$ cat src/rtl/sar_pkg.sv
// Shared types and constants for the successive-approximation ADC controller.
package sar_pkg;

    // Controller phases: waiting for a start request, or walking the trial bits.
    typedef enum logic {
        SAR_IDLE,
        SAR_CONV
    } sar_state_t;

    // Default resolution; must match the 'bits' parameter of the companion dac.
    localparam int SAR_DEFAULT_BITS = 8;

    // Width of the trial-bit pointer; a one-bit converter still needs one bit.
    function automatic int sarPtrWidth(input int bits);
        return (bits > 1) ? $clog2(bits) : 1;
    endfunction

endpackage

$ cat src/rtl/sar_adc_ctrl.sv
// Successive-approximation controller. It drives the dac trial code, reads one
// comparator decision per clock, and presents the converted code after BITS trials.
// Code vectors are indexed MSB-first: index 0 carries weight 2^(BITS-1).
module sar_adc_ctrl
    import sar_pkg::*;
#(
    parameter int BITS = SAR_DEFAULT_BITS
) (
    input  logic            clk,
    input  logic            rst,
    input  logic            start,
    input  logic            cmp,
    output logic [0:BITS-1] dac_code,
    output logic [0:BITS-1] data,
    output logic            valid,
    output logic            busy
);

    localparam int PTR_W = sarPtrWidth(BITS);
    localparam logic [PTR_W-1:0] LAST_PTR = PTR_W'(BITS - 1);

    sar_state_t       state_q;
    logic [PTR_W-1:0] ptr_q;
    logic [0:BITS-1]  code_q;
    logic [0:BITS-1]  data_q;
    logic             valid_q;
    logic             busy_q;

    logic             cmpBit;
    logic [0:BITS-1]  decided_d;
    logic [0:BITS-1]  trial_d;

    // Resolve the bit under trial from the comparator and arm the next trial bit;
    // an unknown comparator level falls into the else path and clears the bit.
    always_comb begin
        cmpBit    = 1'b0;
        decided_d = code_q;
        trial_d   = code_q;
        if (cmp == 1'b1) begin
            cmpBit = 1'b1;
        end
        for (int i = 0; i < BITS; i++) begin
            if (PTR_W'(i) == ptr_q) begin
                decided_d[i] = cmpBit;
            end
        end
        trial_d = decided_d;
        if (ptr_q != LAST_PTR) begin
            for (int i = 0; i < BITS; i++) begin
                if (PTR_W'(i) == (ptr_q + PTR_W'(1))) begin
                    trial_d[i] = 1'b1;
                end
            end
        end
    end

    // Conversion sequencer: accepts start only when idle, steps one bit per clock,
    // and publishes the final code together with a single-cycle valid pulse.
    always_ff @(posedge clk or negedge rst) begin
        if (!rst) begin
            state_q <= SAR_IDLE;
            ptr_q   <= '0;
            code_q  <= '0;
            data_q  <= '0;
            valid_q <= 1'b0;
            busy_q  <= 1'b0;
        end else begin
            case (state_q)
                SAR_IDLE: begin
                    valid_q <= 1'b0;
                    if (start) begin
                        state_q   <= SAR_CONV;
                        busy_q    <= 1'b1;
                        ptr_q     <= '0;
                        code_q    <= '0;
                        code_q[0] <= 1'b1;
                    end
                end
                SAR_CONV: begin
                    if (ptr_q == LAST_PTR) begin
                        state_q <= SAR_IDLE;
                        busy_q  <= 1'b0;
                        valid_q <= 1'b1;
                        ptr_q   <= '0;
                        code_q  <= decided_d;
                        data_q  <= decided_d;
                    end else begin
                        ptr_q  <= ptr_q + PTR_W'(1);
                        code_q <= trial_d;
                    end
                end
                default: begin
                    state_q <= SAR_IDLE;
                    busy_q  <= 1'b0;
                    valid_q <= 1'b0;
                    ptr_q   <= '0;
                end
            endcase
        end
    end

    assign dac_code = code_q;
    assign data     = data_q;
    assign valid    = valid_q;
    assign busy     = busy_q;

endmodule

$ cat config.mk
export PLATFORM = sky130hd
export DESIGN_NAME = sar_adc_ctrl
export DESIGN_NICKNAME = d
export VERILOG_FILES = /design/src/rtl/sar_pkg.sv /design/src/rtl/sar_adc_ctrl.sv
export SDC_FILE = /design/constraint.sdc
export NUM_CORES = 1
export LEC_CHECK = 0
export BUFFER_PORTS_ARGS = -buffer_cell sky130_fd_sc_hd__clkbuf_2
export CAP_MARGIN = 0
export CORE_MARGIN = 4
export CORE_UTILIZATION = 37
export CTS_BUF_LIST = sky130_fd_sc_hd__clkbuf_2
export DETAILED_ROUTE_END_ITERATION = 12
export RECOVER_POWER = 25
export SKIP_CTS_REPAIR_TIMING = 1
export SLEW_MARGIN = 5
export SYNTH_ARGS = -nofsm -noshare
export SYNTH_HDL_FRONTEND = slang
export SYNTH_SLANG_ARGS = --single-unit
export TNS_END_PERCENT = 5
$ cat constraint.sdc
create_clock -name clk -period 2 [get_ports clk]
set_input_delay 0.4 -clock clk [delete_from_list [all_inputs] [get_ports clk]]
set_output_delay 0.4 -clock clk [all_outputs]
set_load 0.005 [all_outputs]
== Word-level counts from Yosys, hierarchy flattened ==
Index checks and enable logic that the tools add are counted.

* Register bits after elaboration: 22
* Bits of input ports: 4
* Word-level logic and storage cells: 62

* Add/sub/neg operators: 1
* Equal/unequal tests: 18
* Multiplexer cells: 32
* Bitwise gates (word level): 1
* Reductions and logical operators: 4

{| class="wikitable"
|+ Operators by type and width
! cell !! number
|-
| 3-bit equality test (first input constant) || 8
|-
| 8-bit 2-to-1 mux || 3
|-
| 1-bit 2-to-1 mux || 22
|-
| 8-bit one-hot mux with 2 select lines || 1
|-
| 2-bit by 3-bit equality test with 1-bit output (first input constant) || 4
|-
| 1-bit by 3-bit equality test with 1-bit output (first input constant) || 2
|-
| 3-bit zero test || 2
|-
| 3-bit 2-to-1 mux || 2
|-
| 1-bit one-hot mux with 2 select lines || 3
|-
| 3-bit one-hot mux with 2 select lines || 1
|-
| 2-bit AND reduction || 2
|-
| 3-bit by 1-bit adder with 3-bit output (second input constant) || 1
|-
| 3-bit equality test (second input constant) || 1
|-
| 3-bit != test (second input constant) || 1
|-
| 2-bit by 1-bit != test with 1-bit output (second input constant) || 1
|-
| 2-bit != test (second input constant) || 1
|-
| 1-bit NOT || 1
|}

== Logic depth before layout (Yosys ltp) ==
* Depth after elaboration: 6
* Mapped depth: 5

== Worst setup path after synthesis ==
No wires, ideal clock.

* Path type: register to register
* Start point: register ptr_q[1]
* End point: register code_q (netlist bit dac_code[5])
* Arrival: 1425 ps
* Data required time: 1874 ps
* Path slack: 449 ps
* Cell stages (with the launch flop): 6
* Path buffers: 1
* Period minus slack after synthesis: 1551 ps
* Cell sequence: dfrtp_1 ha_1 buf_2 and4bb_1 a31o_2 a221o_1

* Word-level cells in the longest chain between the ends: 6
* Elaborated cells between the ends (all ways): 10

{| class="wikitable"
|+ Ends and longest elaborated chain
! item !! RTL line !! RTL
|-
| start: declaration || sar_adc_ctrl.sv:23 || <nowiki>logic [PTR_W-1:0] ptr_q;</nowiki>
|-
| start signal: assignment || sar_adc_ctrl.sv:88 || <nowiki>ptr_q <= ptr_q + PTR_W'(1);</nowiki>
|-
| 3-bit by 1-bit adder with 3-bit output or 3-bit equality test (tied branches) || sar_adc_ctrl.sv:50, sar_adc_ctrl.sv:43 ||
|-
| 3-bit equality test or 1-bit 2-to-1 mux (tied branches) || sar_adc_ctrl.sv:50, sar_adc_ctrl.sv:43 ||
|-
| 1-bit 2-to-1 mux || sar_adc_ctrl.sv:50 || <nowiki>if (PTR_W'(i) == (ptr_q + PTR_W'(1))) begin</nowiki>
|-
| 8-bit 2-to-1 mux || sar_adc_ctrl.sv:48 || <nowiki>if (ptr_q != LAST_PTR) begin</nowiki>
|-
| 8-bit 2-to-1 mux (*) || sar_adc_ctrl.sv:80 || <nowiki>if (ptr_q == LAST_PTR) begin</nowiki>
|-
| 8-bit one-hot mux with 2 select lines (*) || sar_adc_ctrl.sv:68 || <nowiki>case (state_q)</nowiki>
|-
| end signal: assignment || sar_adc_ctrl.sv:85 || <nowiki>code_q <= decided_d;</nowiki>
|-
| end signal: assignment || sar_adc_ctrl.sv:89 || <nowiki>code_q <= trial_d;</nowiki>
|-
| end: declaration || sar_adc_ctrl.sv:24 || <nowiki>logic [0:BITS-1] code_q;</nowiki>
|}

Every way passes the cells marked *; elsewhere a longest branch is shown, timed or not.
A chain may end at the register's enable or synchronous reset.

== Final worst setup path ==
Same ends and word-level chain as after synthesis.

==> impl_metrics.ini <==
[timing]
rsz0062_at_grt = no
clock_skew_ps = 17.7
layout_min_cycle_time_ps = 1750
relSlewSlack = 0.219
slew_violations = 0
hold_viol_final = 0
setup_violations = 0
fin_crit_sh = 0.873
setup-tns-final_ps = 0
tightest_slew_ps = 1170
fmax_ghz = 0.573

[synth]
synth_edf_count = 0
seq_area_frac_synth = 0.473
postSynthAreaPerCell_sq_um = 11.3
yosys.cell_types.count = 32
synth_seq_cells = 22
syn_nets = 113
synthCells = 103
synth_async_sr_flop_share = 1.00
synth_area_sq_um = 1160
synth_warnings = 0
ys.flop_type = dfrtp_1

[job]
cap_viol_max_count = 0

[floorplanning]
die-area_sq_um = 4110
boundaryPins = 22
core.rowCount = 20
die_h_um = 64.1
core_area_sq_um = 3030
start_util = 0.385
dieWidth_um = 64.1

[detailed_routing]
vias_per_cell = 5.08
route.detailed.drc = 0
vias = 849
drt_pass1_iterations = 4
ant_nets = 0
drt-total-wl_um = 2440
drt_iter0_drc = 60
avgRoutedWirePerCell_um = 14.6

[final_layout]
syn2layout_area_growth_pct = 15.9
multi_input_area_sq_um = 556
layout_common_cells = clkbuf_2, dfrtp_1, mux2_2, nand2_1
layout_commonest_cell = clkbuf_2
drive_gt1_frac = 0.333
seq_area_sq_um = 551
n_antenna_cell = 0
num-nets-final = 134
n_fill_cell = 290
final_cells = 167

[worst_setup_path]
critPathCaptureType = register
worst_setup_path_start_kind = register
cp.arrival_ps = 1980
cp.required_ps = 2230
crit_type = register to register
worstPathMaxFanout = 8

[power_and_ir_drop]
p_seq_frac = 0.380
swShare = 0.376
powerDensity_nw_per_um2 = 1730
combPwrFrac = 0.487
ir_drop_v = 0.000762
pwr-share-clk = 0.133
power.switching_w = 0.000879
p_int_w = 0.00146
p_leak_nw = 0.633

[grt]
gr-total-overflow = 0
grt_pass1_vias = 881
grt_first_pass_wirelength_um = 4200
grtUsageTotal = 0.131
antenna_found_initial = 0
grt_start_max_net_pins = 23

[clocking]
clockBufferDepth = 2
htreeDepth = 1
clock-root-buffer = clkbuf_2
clock-sinks = 22
cts.clk_slew.worst_paths_ps = 200
clk_latency_ps = 330
tritoncts = built
cts_buffers = 3

[status]
outcome = complete, no violations

[place]
placement.io_buffers = 21
gp_congestion = 0.769
placed_cells = 162
dp_hpwl_um = 1720

[min_path]
hold_class = primary input to register
==> worst max-delay path: stages, from the launching register on <==
cell and delay (ps):
dfrtp_1 460, ha_1 380, and4bb_1 230, a31o_2 250, a221o_1 350
==> path summary, 6_finish.rpt <==
path / slack, ps / to / startpoint / depth (start not counted)
max: 250 / dac_code[5] / ptr_q[1] / 4
min: 430 / ptr_q[1] / start / 2
max reg2reg: 250 / dac_code[5] / ptr_q[1] / 4
min reg2reg: 520 / data[0] / data[0] / 2
max in group asynchronous: 520 / data[6] / rst / 2
min in group asynchronous: 780 / data[7] / rst / 2
==> metal layers <==
layer	share of wire	global-route usage	up-vias
li1	-	-	408
met1	0.46	0.154	417
met2	0.47	0.204	20
met3	0.045	0.0510	4
met4	0.018	0.0712	0
met5	0	0	-
==> power groups by stage <==
stage | clock [W] | combinational, W | sequential (W)
CTS | 0.000319 | 0.00115 | 0.000888
finish | 0.000310 | 0.00114 | 0.000888
detailed placement | 0 | 0.00114 | 0.000899
global placement | 0 | 0.00111 | 0.000888
floorplan | 0 | 0.000831 | 0.000840
global route | 0.000335 | 0.00126 | 0.000929
==> synth_stat cells, drive strengths merged, types with 3 or more instances <==
master | n | area share
buf | 4 | 0.020
nand2b | 5 | 0.027
dfrtp | 22 | 0.47
mux2 | 11 | 0.11
clkbuf | 3 | 0.011
o21ai | 4 | 0.017
a221o | 6 | 0.052
nor2 | 3 | 0.0097
nor3b | 5 | 0.032
inv | 6 | 0.019
nand2 | 9 | 0.029
ha | 6 | 0.064
==> through the flow <==
stage / instance area (sq um) / hold slack (ps) / total power [W] / worst slack (ps) / utilization
finish: 1350 / 433 / 0.00234 / 254 / 0.446
global route: 1350 / 427 / 0.00253 / 191 / 0.446
CTS: 1340 / 3.19 / 0.00235 / 269 / 0.443
detailed placement: 1300 / 413 / 0.00204 / 313 / 0.428
global placement: 1300 / 413 / 0.00200 / 373 / 0.428
floorplan: 1160 / 104 / 0.00167 / 449 / -
==> cell type report <==
type	count	area share
clock buffers	3	0.0111
multi-input cells	68	0.411
clock inverters	1	0.0222
inverters	6	0.0167
well taps	44	0.0408
repair buffers	23	0.0899
flip-flops and latches	22	0.408
==> sequential cells by signal (all words and copies together) (netlist names) <==
register  cells
valid         1
busy          1
ptr_q         3
state_q       1
data          8
dac_code      8
==> logic make-up after synthesis <==
logic type | share of synthesized area
AND/OR/NAND/NOR | 0.137
multiplexers | 0.127
adder cells (fa/ha/maj) | 0.0644
buffers and inverters | 0.0505
flip-flops | 0.473
AO/OA/AOI/OAI | 0.148
Note: power is estimated with default switching activity, not from simulation.
